$ cat config.mk
export PLATFORM = sky130hd
export DESIGN_NAME = pair_reader
export DESIGN_NICKNAME = d
export VERILOG_FILES = /design/src/rtl/draw_pkg.sv /design/src/rtl/pair_reader.sv
export SDC_FILE = /design/constraint.sdc
export NUM_CORES = 1
export LEC_CHECK = 0
export ABC_AREA = 1
export CORE_MARGIN = 3
export CORE_UTILIZATION = 55
export DETAILED_ROUTE_END_ITERATION = 12
export GPL_TIMING_DRIVEN = 1
export PLACE_DENSITY = 0.83
export SLEW_MARGIN = 25
export SYNTH_ARGS = -nofsm -noshare
export SYNTH_HDL_FRONTEND = slang
export SYNTH_SLANG_ARGS = --single-unit
$ cat constraint.sdc
create_clock -name clk -period 3.7 [get_ports clk]
set_clock_uncertainty 0.15 [all_clocks]
set_input_delay 0.37 -clock clk [delete_from_list [all_inputs] [get_ports clk]]
set_output_delay 0.37 -clock clk [all_outputs]
set_load 0.01 [all_outputs]
$ cat src/rtl/draw_pkg.sv
// Shared definitions for the draw-buffer address generators (reader and writer).
package draw_pkg;

  localparam int unsigned DRAW_ADDR_W    = 14;
  localparam int unsigned DRAW_DATA_W    = 8;
  localparam int unsigned DRAW_BASE_PAIR = 6400;
  localparam int unsigned DRAW_NUM_PAIRS = 129;

  typedef enum logic [2:0] {
    ST_IDLE    = 3'd0,
    ST_FETCH   = 3'd1,
    ST_CAPTURE = 3'd2,
    ST_SEND_A  = 3'd3,
    ST_SEND_B  = 3'd4
  } pair_rd_state_t;

endpackage

$ cat src/rtl/pair_reader.sv
// pair_reader: walks a window of word pairs in the dual-port draw RAM, one
// read per pair, and serializes each pair as two bytes on a valid/ready stream.
// Optional macro PAIR_READER_SWAP_EN sends the odd word of each pair first.
module pair_reader
  import draw_pkg::*;
#(
  parameter int unsigned ADDR_W    = DRAW_ADDR_W,
  parameter int unsigned DATA_W    = DRAW_DATA_W,
  parameter int unsigned BASE_PAIR = DRAW_BASE_PAIR,
  parameter int unsigned NUM_PAIRS = DRAW_NUM_PAIRS
) (
  input  logic              clk,
  input  logic              reset,
  input  logic              start,
  output logic              rd_en,
  output logic [ADDR_W-1:0] addr_a,
  output logic [ADDR_W-1:0] addr_b,
  input  logic [DATA_W-1:0] rdata_a,
  input  logic [DATA_W-1:0] rdata_b,
  output logic [DATA_W-1:0] out_data,
  output logic              out_valid,
  input  logic              out_ready,
  output logic              out_last,
  output logic              busy,
  output logic              done
);

  localparam int unsigned PAIR_W = ADDR_W - 1;
  localparam logic [PAIR_W-1:0] BASE_IDX = PAIR_W'(BASE_PAIR);
  localparam logic [PAIR_W-1:0] LAST_IDX = PAIR_W'(BASE_PAIR + NUM_PAIRS - 1);

  pair_rd_state_t    state_q, state_d;
  logic [PAIR_W-1:0] pair_q, pair_d;
  logic [DATA_W-1:0] hold_a_q, hold_a_d;
  logic [DATA_W-1:0] hold_b_q, hold_b_d;
  logic              rd_en_q, rd_en_d;
  logic [ADDR_W-1:0] addr_a_q, addr_a_d;
  logic [ADDR_W-1:0] addr_b_q, addr_b_d;
  logic [DATA_W-1:0] out_data_q, out_data_d;
  logic              out_valid_q, out_valid_d;
  logic              out_last_q, out_last_d;
  logic              busy_q, busy_d;
  logic              done_q, done_d;
  logic [DATA_W-1:0] first_word_c, second_word_c;

  // State and output registers; outputs are precomputed from the next state
  // so they line up with the state they describe.
  always_ff @(posedge clk or posedge reset) begin
    if (reset) begin
      state_q     <= ST_IDLE;
      pair_q      <= '0;
      hold_a_q    <= '0;
      hold_b_q    <= '0;
      rd_en_q     <= 1'b0;
      addr_a_q    <= '0;
      addr_b_q    <= '0;
      out_data_q  <= '0;
      out_valid_q <= 1'b0;
      out_last_q  <= 1'b0;
      busy_q      <= 1'b0;
      done_q      <= 1'b0;
    end else begin
      state_q     <= state_d;
      pair_q      <= pair_d;
      hold_a_q    <= hold_a_d;
      hold_b_q    <= hold_b_d;
      rd_en_q     <= rd_en_d;
      addr_a_q    <= addr_a_d;
      addr_b_q    <= addr_b_d;
      out_data_q  <= out_data_d;
      out_valid_q <= out_valid_d;
      out_last_q  <= out_last_d;
      busy_q      <= busy_d;
      done_q      <= done_d;
    end
  end

  // Next-state logic and next values of the registered outputs.
  always_comb begin
    state_d       = state_q;
    pair_d        = pair_q;
    hold_a_d      = hold_a_q;
    hold_b_d      = hold_b_q;
    done_d        = 1'b0;
    first_word_c  = '0;
    second_word_c = '0;

    unique case (state_q)
      ST_IDLE: begin
        if (start) begin
          pair_d  = BASE_IDX;
          state_d = ST_FETCH;
        end
      end
      ST_FETCH: begin
        state_d = ST_CAPTURE;
      end
      ST_CAPTURE: begin
        hold_a_d = rdata_a;
        hold_b_d = rdata_b;
        state_d  = ST_SEND_A;
      end
      ST_SEND_A: begin
        if (out_ready) begin
          state_d = ST_SEND_B;
        end
      end
      ST_SEND_B: begin
        if (out_ready) begin
          if (pair_q == LAST_IDX) begin
            done_d  = 1'b1;
            state_d = ST_IDLE;
          end else begin
            pair_d  = pair_q + PAIR_W'(1);
            state_d = ST_FETCH;
          end
        end
      end
      default: begin
        state_d = ST_IDLE;
      end
    endcase

`ifdef PAIR_READER_SWAP_EN
    first_word_c  = hold_b_d;
    second_word_c = hold_a_d;
`else
    first_word_c  = hold_a_d;
    second_word_c = hold_b_d;
`endif

    rd_en_d     = (state_d == ST_FETCH);
    addr_a_d    = rd_en_d ? {pair_d, 1'b0} : addr_a_q;
    addr_b_d    = rd_en_d ? {pair_d, 1'b1} : addr_b_q;
    out_valid_d = (state_d == ST_SEND_A) || (state_d == ST_SEND_B);
    out_last_d  = (state_d == ST_SEND_B) && (pair_d == LAST_IDX);
    busy_d      = (state_d != ST_IDLE);
    if (state_d == ST_SEND_A) begin
      out_data_d = first_word_c;
    end else if (state_d == ST_SEND_B) begin
      out_data_d = second_word_c;
    end else begin
      out_data_d = '0;
    end
  end

  assign rd_en     = rd_en_q;
  assign addr_a    = addr_a_q;
  assign addr_b    = addr_b_q;
  assign out_data  = out_data_q;
  assign out_valid = out_valid_q;
  assign out_last  = out_last_q;
  assign busy      = busy_q;
  assign done      = done_q;

endmodule

; Word-level counts from Yosys, hierarchy flattened
; Cells that the tools add are included.
[totals]
ff_bits = 72
inputBits = 20
output_inout_bits = 41
word_cells = 42
[op_classes]
add_sub_neg = 1
n_eq_ne = 9
mux = 16
reduce_logical = 4
[op_table]
columns = operator, count
row1 = $mux W13, 3
row2 = $mux W8, 4
row3 = $eq A13 B13 Y1 const B, 2
row4 = $pmux W13 S2, 1
row5 = $pmux W3 S5, 1
row6 = $add A13 B1 Y13 const B, 1
row7 = $eq A3 B2 Y1 const B, 3
row8 = $mux W3, 3
row9 = $eq A3 B1 Y1 const B, 2
row10 = $eq A3 B3 Y1 const B, 2
row11 = $mux W1, 4
row12 = $logic_not A3 Y1, 1
row13 = $reduce_bool A3 Y1, 1
row14 = $logic_and A1 B1 Y1, 1
row15 = $logic_or A1 B1 Y1, 1

; Longest topological paths before layout
; Gate-level depths: netlist of run 1.
[depth]
word_depth = 7
ltp_mapped = 13
mapped_depth_nobuf = 12

; Worst setup path before layout of run 1
; No wires, ideal clock.
[synth_timing]
path_kind = reg-to-reg
from = reg pair_q[0]
to = reg addr_b_q[2], in the netlist addr_b[2]
setup_ns = 0.120
t_arrival_ns = 1.571
required_time_ns = 3.430
path_slack_ns = 1.859
stages_incl_launch_ff = 13
n_path_buf = 1
period_less_slack_ns = 1.841
path_cell_list = dfrtp_1 -> inv_1 -> ha_1 -> nand2_1 -> nor2_2 -> nand3_4 -> nand3_2 -> nand4_2 -> inv_2 -> nor2_4 -> buf_6 -> nor2_1 -> a21oi_2
[synth_via]
elab_chain_len = 5
word_cells_on_any_way = 9
classes_between = add/sub (1) / eq/ne (2) / mux (6)
[synth_rtl]
columns = element, line_no
row1 = "start, declared", pair_reader.sv:33  ; logic [PAIR_W-1:0] pair_q, pair_d;
row2 = "start signal, assigned", pair_reader.sv:64  ; pair_q <= pair_d;
row3 = $eq A13 B13 Y1, pair_reader.sv:110  ; if (pair_q == LAST_IDX) begin
row4 = $mux W1, pair_reader.sv:110
row5 = $mux W3, pair_reader.sv:109  ; if (out_ready) begin
row6 = $pmux W3 S5, pair_reader.sv:88  ; unique case (state_q)
row7 = named net state_d[0], pair_reader.sv:32  ; pair_rd_state_t state_q, state_d;
row8 = $eq A3 B1 Y1, pair_reader.sv:132  ; rd_en_d = (state_d == ST_FETCH);
row9 = named net rd_en_d, pair_reader.sv:36  ; logic rd_en_q, rd_en_d;
row10 = "end signal, assigned", pair_reader.sv:69  ; addr_b_q <= addr_b_d;
row11 = "end, declared", pair_reader.sv:38  ; logic [ADDR_W-1:0] addr_b_q, addr_b_d;
; The timed path passes the listed nets, and every way through them passes these cells.
; A chain may end at the register's enable or synchronous reset.

; Worst setup path after layout of run 1
[layout_timing]
from = in out_ready
to = reg addr_b_q[8], in the netlist addr_b[8]
[layout_via]
elab_chain_len = 3
word_cells_on_any_way = 6
classes_between = eq/ne (1) / mux (5)
[layout_rtl]
columns = element, line_no
row1 = "start, declared", pair_reader.sv:22  ; input logic out_ready,
row2 = $mux W3 (on tied branches), "pair_reader.sv:109, pair_reader.sv:104"
row3 = $pmux W3 S5 (*), pair_reader.sv:88
row4 = named net state_d[0], pair_reader.sv:32
row5 = $eq A3 B1 Y1 (*), pair_reader.sv:132
; Mark *: on every way through the listed nets, which the timed path passes. The rest lies on a longest branch.

==> qor.csv, run 1 <==
stage;metric;value;unit
run_status;outcome;finished clean;
sta;maxSlewHeadroom;50.89;%
global_route;grt_pass1_vias;2404;
route;routed_wirelength;6485;um
yosys;yosysMostFrequentCell;nand2_1;
die;design.core.area;4911;sq um
global_route;grt_usage;23.53;%
finish;fin_nets;427;
pwr;clkPwrFrac;21.9;%
pwr;internal_power;1731;uW
yosys;synth_fa_ha_area_share;0.8666;%
clock_tree;clk_latency;0.34;ns
die;die_area;6156;sq um
worst_setup_path;max_stage_delay;0.91;ns
clock_tree;cts_buffers;9;
sta;timing.final.crit_share;60.78;%
worst_setup_path;reg2reg_to;out_last;
worst_setup_path;worstPathCellList;clkdlybuf4s50_1 > nand2_1 > inv_1 > nand3_2 > nand4_2 > inv_2 > nor2_4 > inv_4 > nand2_1 > o21ai_0;
yosys;synth-edff-count;0;
route;wl_per_cell;13.60;um
worst_setup_path;critPathLaunch;out_ready;
worst_setup_path;critPathBufInv;4;
pwr;p_total;2820;uW
yosys;netlist_area;2888;sq um
pwr;power.share.combinational;42.1;%
worst_setup_path;critPathCapture;addr_b[8];
sta;slew_violations;0;
yosys;syn_nets;375;
pwr;power_density;773.0;nW/um^2
global_route;grt_pass1_wl;11180;um
clock_tree;cts_tree;built;
sta;worstMarginPinSlew;0.7356;ns
route;drt_first_pass_iters;4;
worst_setup_path;cp_top_family;buffers and inverters;
yosys;synthTopCellsByCount;nand2_1, dfrtp_1, inv_1;
worst_setup_path;critPathLaunchType;input pin;
pwr;p_leak;0.001851;uW
placement;gp_congestion;0.9093;
finish;fillers;381;
clock_tree;cts.reportedPaths.clkPinSlew;0.07;ns
placement;dp_hpwl;4683;um
die;dieHeight;78.46;um
yosys;synth_area_leaders;dfrtp_1, nand2_1, inv_1, nand3_1, buf_4;
clock_tree;cts.path.max_buffers;2;
clock_tree;cts_sinks;59;
route;drcViolationCount;0;
finish;final_layout_size_suffix_gt1_share;11.22;%
die;core.rowCount;25;
route;viasPerCell;5.178;
clock_tree;cts_resized;0;
worst_setup_path;cpMaxStageDelayCell;clkdlybuf4s50_1;
global_route;gr-total-overflow;0;
yosys;synth_seq_cells;59;
die;io_pins;61;
yosys;ys_async_sr_fraction;100.0;%
worst_setup_path;cp.depth;10;
die;die_x;78.46;um
yosys;synth_cell_type_count;30;
worst_setup_path;crit_type;in2reg;
clock_tree;cts_root_buf;clkbuf_8;
sta;setup_viol;0;
yosys;synth_top_family_by_area;simple AND/OR/NAND/NOR gates;
worst_setup_path;crit_required;3.76;ns
yosys;postSynthAreaPerCell;8.181;sq um
job;cap_viol_max_count;0;
sta;tns;0;ns
yosys;synthCells;353;
sta;period_minus_slack;2.249;ns
route;vias;2470;
yosys;synth_top_area_share;51.13;%
clock_tree;cts-htree-levels;3;
die;start_util;58.80;%
worst_setup_path;r2r-start;pair_q[0];
yosys;yosys.area.top_type;dfrtp_1;
finish;diodes;0;
clock_tree;holdBufCountCts;0;
route;ant_nets;0;
worst_setup_path;worst-r2r-cell-count;11;
global_route;antenna_found_initial;0;
yosys;yosysWarnings;0;
worst_setup_path;crit_fanout;20;
yosys;synth-main-ff-cell;dfrtp_1;
route;first_iter_violations;198;
yosys;muxShareOfSynthArea;0;%
clock_tree;post-cts-setup-buffer-count;0;
worst_setup_path;end_kind;register;
min_path;worstHoldPathType;reg2reg;
finish;area_growth;26.34;%
placement;numPortBuffers;59;
yosys;yosys.area_share.simple;32.41;%
worst_setup_path;timing.critical_path.mode_cell;nand2_1;
sta;max_freq;444.7;MHz
pwr;switchingPower;1089;uW
finish;utilization;74.29;%
pwr;p_sw_share;38.61;%
global_route;grt_max_degree;36;
yosys;ys_seq_area_share;51.13;%
sta;rsz0062_at_grt;no;
yosys;synth-xor-area-share;0.3033;%
pwr;irDropWorstVdd;436.4;uV
pwr;power_frac_seq;36.0;%
sta;hold_viol_final;0;
worst_setup_path;arrival;2.31;ns
worst_setup_path;r2r_slack;1.52;ns
yosys;synth_compound_area_share;4.679;%
-- stage by stage --
step	std cells	instance area [sq um]	setup WS, ns	hold WS, ns
CTS	477	3649	1.483	0.3259
detailed placement	461	3435	1.118	0.3076
finish	477	3649	1.451	0.3240
global placement	461	3435	1.173	0.3033
floorplan	353	2888	1.724	0.2884
global route	477	3649	1.217	0.3505
-- kinds of logic (layout without fill, tap and decap cells) --
group / Yosys count / after routing
other: 1 / 1
and+or+nand+nor: 211 / 211
xor gates and xnor gates: 1 / 1
adders and majority gates: 2 / 2
AOI/OAI and AO/OA: 18 / 18
buffers and inverters: 61 / 118
DFF: 59 / 59
-- layout make-up --
class	count	area [sq um]	area share, %
multi-input combinational	233	1109	30.38
inverter	40	152.6	4.184
tap	67	83.83	2.298
sequential	59	1476	40.47
timing repair buffer	62	613.1	16.80
clock inverter	3	45.04	1.235
clock buffer	13	168.9	4.630
-- registers in the layout (all words and copies together) (netlist names) --
register / flops
out_data: 8
pair_q: 13
hold_b_q: 8
state_q: 3
out_valid: 1
addr_b: 14
busy: 1
hold_a_q: 8
out_last: 1
done: 1
rd_en: 1
-- tightest hold or removal path, stage by stage (launching register included) --
cell,delay [ns]
dfrtp_1,0.32
nand2_1,0.05
nand2_1,0.07
-- layer usage --
| metal | up-vias | part of all wire (%) | global-route usage (%) |
|---|---|---|---|
| met2 | 102 | 49 | 40.07 |
| met5 | - | 0 | 0 |
| met1 | 1151 | 40 | 26.66 |
| li1 | 1191 | - | - |
| met3 | 26 | 7.0 | 5.619 |
| met4 | 0 | 4.5 | 14.34 |
-- cells in the final DEF, fill, tap and decap left out --
cell / instances
nand3_2: 1
conb_1: 1
o21ai_2: 3
clkbuf_1: 1
nand2_1: 138
nor3_1: 1
or2_2: 2
inv_2: 6
clkbuf_8: 12
dfrtp_1: 59
nand2_2: 3
nand4_1: 10
inv_4: 1
ha_1: 2
nand3_4: 1
nor3_2: 1
inv_1: 33
a21oi_1: 2
nor2_1: 21
nand4_2: 1
bufinv_16: 1
clkinvlp_4: 2
a22o_1: 8
nor3_4: 1
nand3_1: 24
nor2_2: 5
a21oi_2: 1
clkdlybuf4s50_1: 59
xor2_1: 1
o21ai_0: 4
nor2_4: 2
buf_4: 3
-- power by group through the flow --
stage          combinational (uW)  sequential, uW  clock [uW]
2_1_floorplan                 798            1030           0
3_3_place_gp                 1150            1020           0
3_5_place_dp                 1190            1020           0
4_1_cts                      1200            1020         627
5_1_grt                      1330            1040         654
6_report                     1190            1020         618
-- worst min path at each step --
stage                      from     endpoint  slack, ns  depth (start not counted)
finish              hold_a_q[4]  hold_a_q[4]       0.32                          2
floorplan           hold_b_q[0]  hold_b_q[0]       0.29                          2
global placement    hold_a_q[3]  hold_a_q[3]       0.30                          2
detailed placement  hold_a_q[3]  hold_a_q[3]       0.31                          2
CTS                 hold_b_q[0]  hold_b_q[0]       0.33                          2
global route        hold_b_q[0]  hold_b_q[0]       0.35                          2
(Power assumes the default switching activity.)
==> run 2: changes to the inputs <==
Settings changed: CORE_UTILIZATION 55 to 51, PLACE_DENSITY 0.83 to 0.78.
Clock period 3.7 ns to 2.2 ns, I/O delays scaled along.
==> run 2 against run 1 <==
Net effect:
- count of clock-buffer cells in the layout shrank 1
- first-iteration DRC count shrank 30%
- flip-flop and latch count is the same
- via count shrank 0.97%
- combinational power grew 73%
- global-route usage shrank 1.9 points
- sequential share of layout area shrank 0.83 points
- core utilization shrank 3.9 points
- power grew 72%
- routed wire length shrank 2.1%
- non-clock buffer count grew 5
- setup slack lost 1.3 ns
==> qor.csv, run 2 (same netlist as run 1, synthesis figures left out) <==
stage;metric;value;unit;change
clock_tree;cts_tree;built;;
worst_setup_path;r2r-start;pair_q[1];;
die;start_util;54.46;%;-4.3 points
route;vias;2446;;-0.97%
worst_setup_path;worstPathCellList;inv_1 > ha_1 > nand2_1 > nor2_4 > nand3_4 > nand3_2 > nand4_2 > inv_2 > nor2_4 > buf_4 > nor2_1 > a21oi_2;;
finish;fin_nets;432;;+1.2%
finish;final_layout_size_suffix_gt1_share;13.25;%;+2.0 points
worst_setup_path;end_kind;register;;
die;dieHeight;81.25;um;+3.6%
worst_setup_path;critPathBufInv;3;;-1
job;cap_viol_max_count;0;;unchanged
finish;area_growth;29.20;%;
worst_setup_path;critPathLaunchType;register;;
run_status;outcome;finished clean;;
die;core.rowCount;26;;+4.0%
placement;place_ws;0.1404;ns;-0.9778 ns
die;design.core.area;5303;sq um;+8.0%
die;io_pins;61;;unchanged
sta;period_minus_slack;2.015;ns;
worst_setup_path;r2r_slack;0.18;ns;-1.34 ns
route;ant_nets;0;;unchanged
finish;final_common_cell;nand2_1;;
finish;diodes;0;;unchanged
worst_setup_path;reg2reg_to;addr_b[2];;
placement;numPortBuffers;59;;unchanged
pwr;p_leak;0.001890;uW;+2.1%
worst_setup_path;cpMaxStageDelayCell;dfrtp_2;;
worst_setup_path;arrival;2.08;ns;-0.23 ns
route;first_iter_violations;138;;-30%
worst_setup_path;timing.critical_path.mode_cell;nor2_4;;
clock_tree;post-cts-setup-buffer-count;0;;unchanged
pwr;irDropWorstVdd;828.9;uV;+90%
clock_tree;cts.reportedPaths.clkPinSlew;0.07;ns;about the same
finish;largest_reg_flops;14;;unchanged
placement;gp_congestion;0.9603;;+5.6%
sta;setup_slack;0.1850;ns;-1.266 ns
clock_tree;cts_buffers;9;;unchanged
sta;hold_slack;0.1201;ns;-0.2039 ns
die;die_area;6602;sq um;+7.2%
worst_setup_path;crit_type;reg2reg;;
clock_tree;cts_root_buf;clkbuf_8;;
clock_tree;clk_latency;0.33;ns;about the same
worst_setup_path;worst-r2r-cell-count;12;;+1
route;wl_per_cell;13.09;um;-3.7%
sta;slew_violations;0;;unchanged
global_route;grt_pass1_vias;2341;;-2.6%
sta;setup_viol;0;;unchanged
route;routed_wirelength;6348;um;-2.1%
route;drt_first_pass_iters;4;;unchanged
min_path;worstHoldPathType;in2async;;
worst_setup_path;crit_fanout;10;;-50%
route;viasPerCell;5.043;;-2.6%
sta;hold_viol_final;0;;unchanged
sta;timing.final.crit_share;91.59;%;
worst_setup_path;cp_top_family;simple AND/OR/NAND/NOR gates;;
route;drcViolationCount;0;;unchanged
global_route;gr-total-overflow;0;;unchanged
finish;utilization;70.36;%;-3.9 points
worst_setup_path;crit_required;2.27;ns;-1.49 ns
global_route;grt_max_degree;60;;+67%
global_route;antenna_found_initial;0;;unchanged
clock_tree;cts-htree-levels;3;;unchanged
sta;max_freq;496.3;MHz;
clock_tree;holdBufCountCts;0;;unchanged
worst_setup_path;max_stage_delay;0.44;ns;-0.47 ns
clock_tree;cts_sinks;59;;unchanged
clock_tree;cts.path.max_buffers;2;;unchanged
pwr;power_density;1303;nW/um^2;+69%
global_route;grt_pass1_wl;10750;um;-3.8%
finish;final_cell_mix;nand2_1, clkdlybuf4s50_1, dfrtp_1, inv_1, nand3_1;;
global_route;grt_usage;21.61;%;-1.9 points
placement;dp_hpwl;4543;um;-3.0%
die;die_x;81.25;um;+3.6%
## run 2: cell types whose count changed in the layout (fill, tap and decap cells not counted), moves of 2 or more
cell,change
buf_4,+4
dfrtp_1,-2
dfrtp_2,+2
nor2_4,+2
## run 2: how the worst max path moves through the flow
stage	start	endpoint	slack (ns)	depth (start not counted)
after floorplan	pair_q[0]	addr_b[2]	0.36	12
after global placement	pair_q[0]	addr_b[2]	0.21	12
after detailed placement	pair_q[0]	addr_b[2]	0.14	12
after CTS	pair_q[0]	addr_b[2]	0.13	12
after global routing	pair_q[0]	addr_b[2]	-0.006	12
final	pair_q[1]	addr_b[2]	0.18	12
## run 2: metrics by stage
step | power [uW] | cells | setup TNS, ns | cell area (sq um)
global placement | 3705 | 469 | 0 | 3488
detailed placement | 3763 | 469 | 0 | 3488
finish | 4863 | 485 | 0 | 3731
floorplan | 3079 | 353 | 0 | 2888
CTS | 4891 | 485 | 0 | 3716
global route | 5242 | 485 | -0.005756 | 3731
## run 2: final cells by class
class                      count  area [sq um]
inverter                      40         152.6
timing repair buffer          67         663.1
clock inverter                 4         72.57
sequential                    59          1479
clock buffer                  12         155.1
tap                           70         87.58
multi-input combinational    233          1121
fill                         416          1572
## run 2: per-layer routing
layer | track usage, % | wire length [um]
met1 | 27.49 | 2754
met2 | 35.14 | 3151
met5 | 0 | 0
met4 | 8.784 | 89
met3 | 5.543 | 352
## run 2: worst min-delay path: cells and delay by family
kind / cells / cell delay, ns
buf+inv: 3 / 0.77
## run 2: power breakdown
part	switching, uW	leakage, uW	internal (uW)
sequential	237	0.000744	1460
clock	408	0.000113	698
combinational	1170	0.00103	884
total	1820	0.00189	3040
## run 2: timing repair
action | 4_1_cts | 5_1_grt
gates resized for setup | 0 | 6
endpoints found under the setup margin | 0 | 14
hold endpoints to repair | 0 | 0
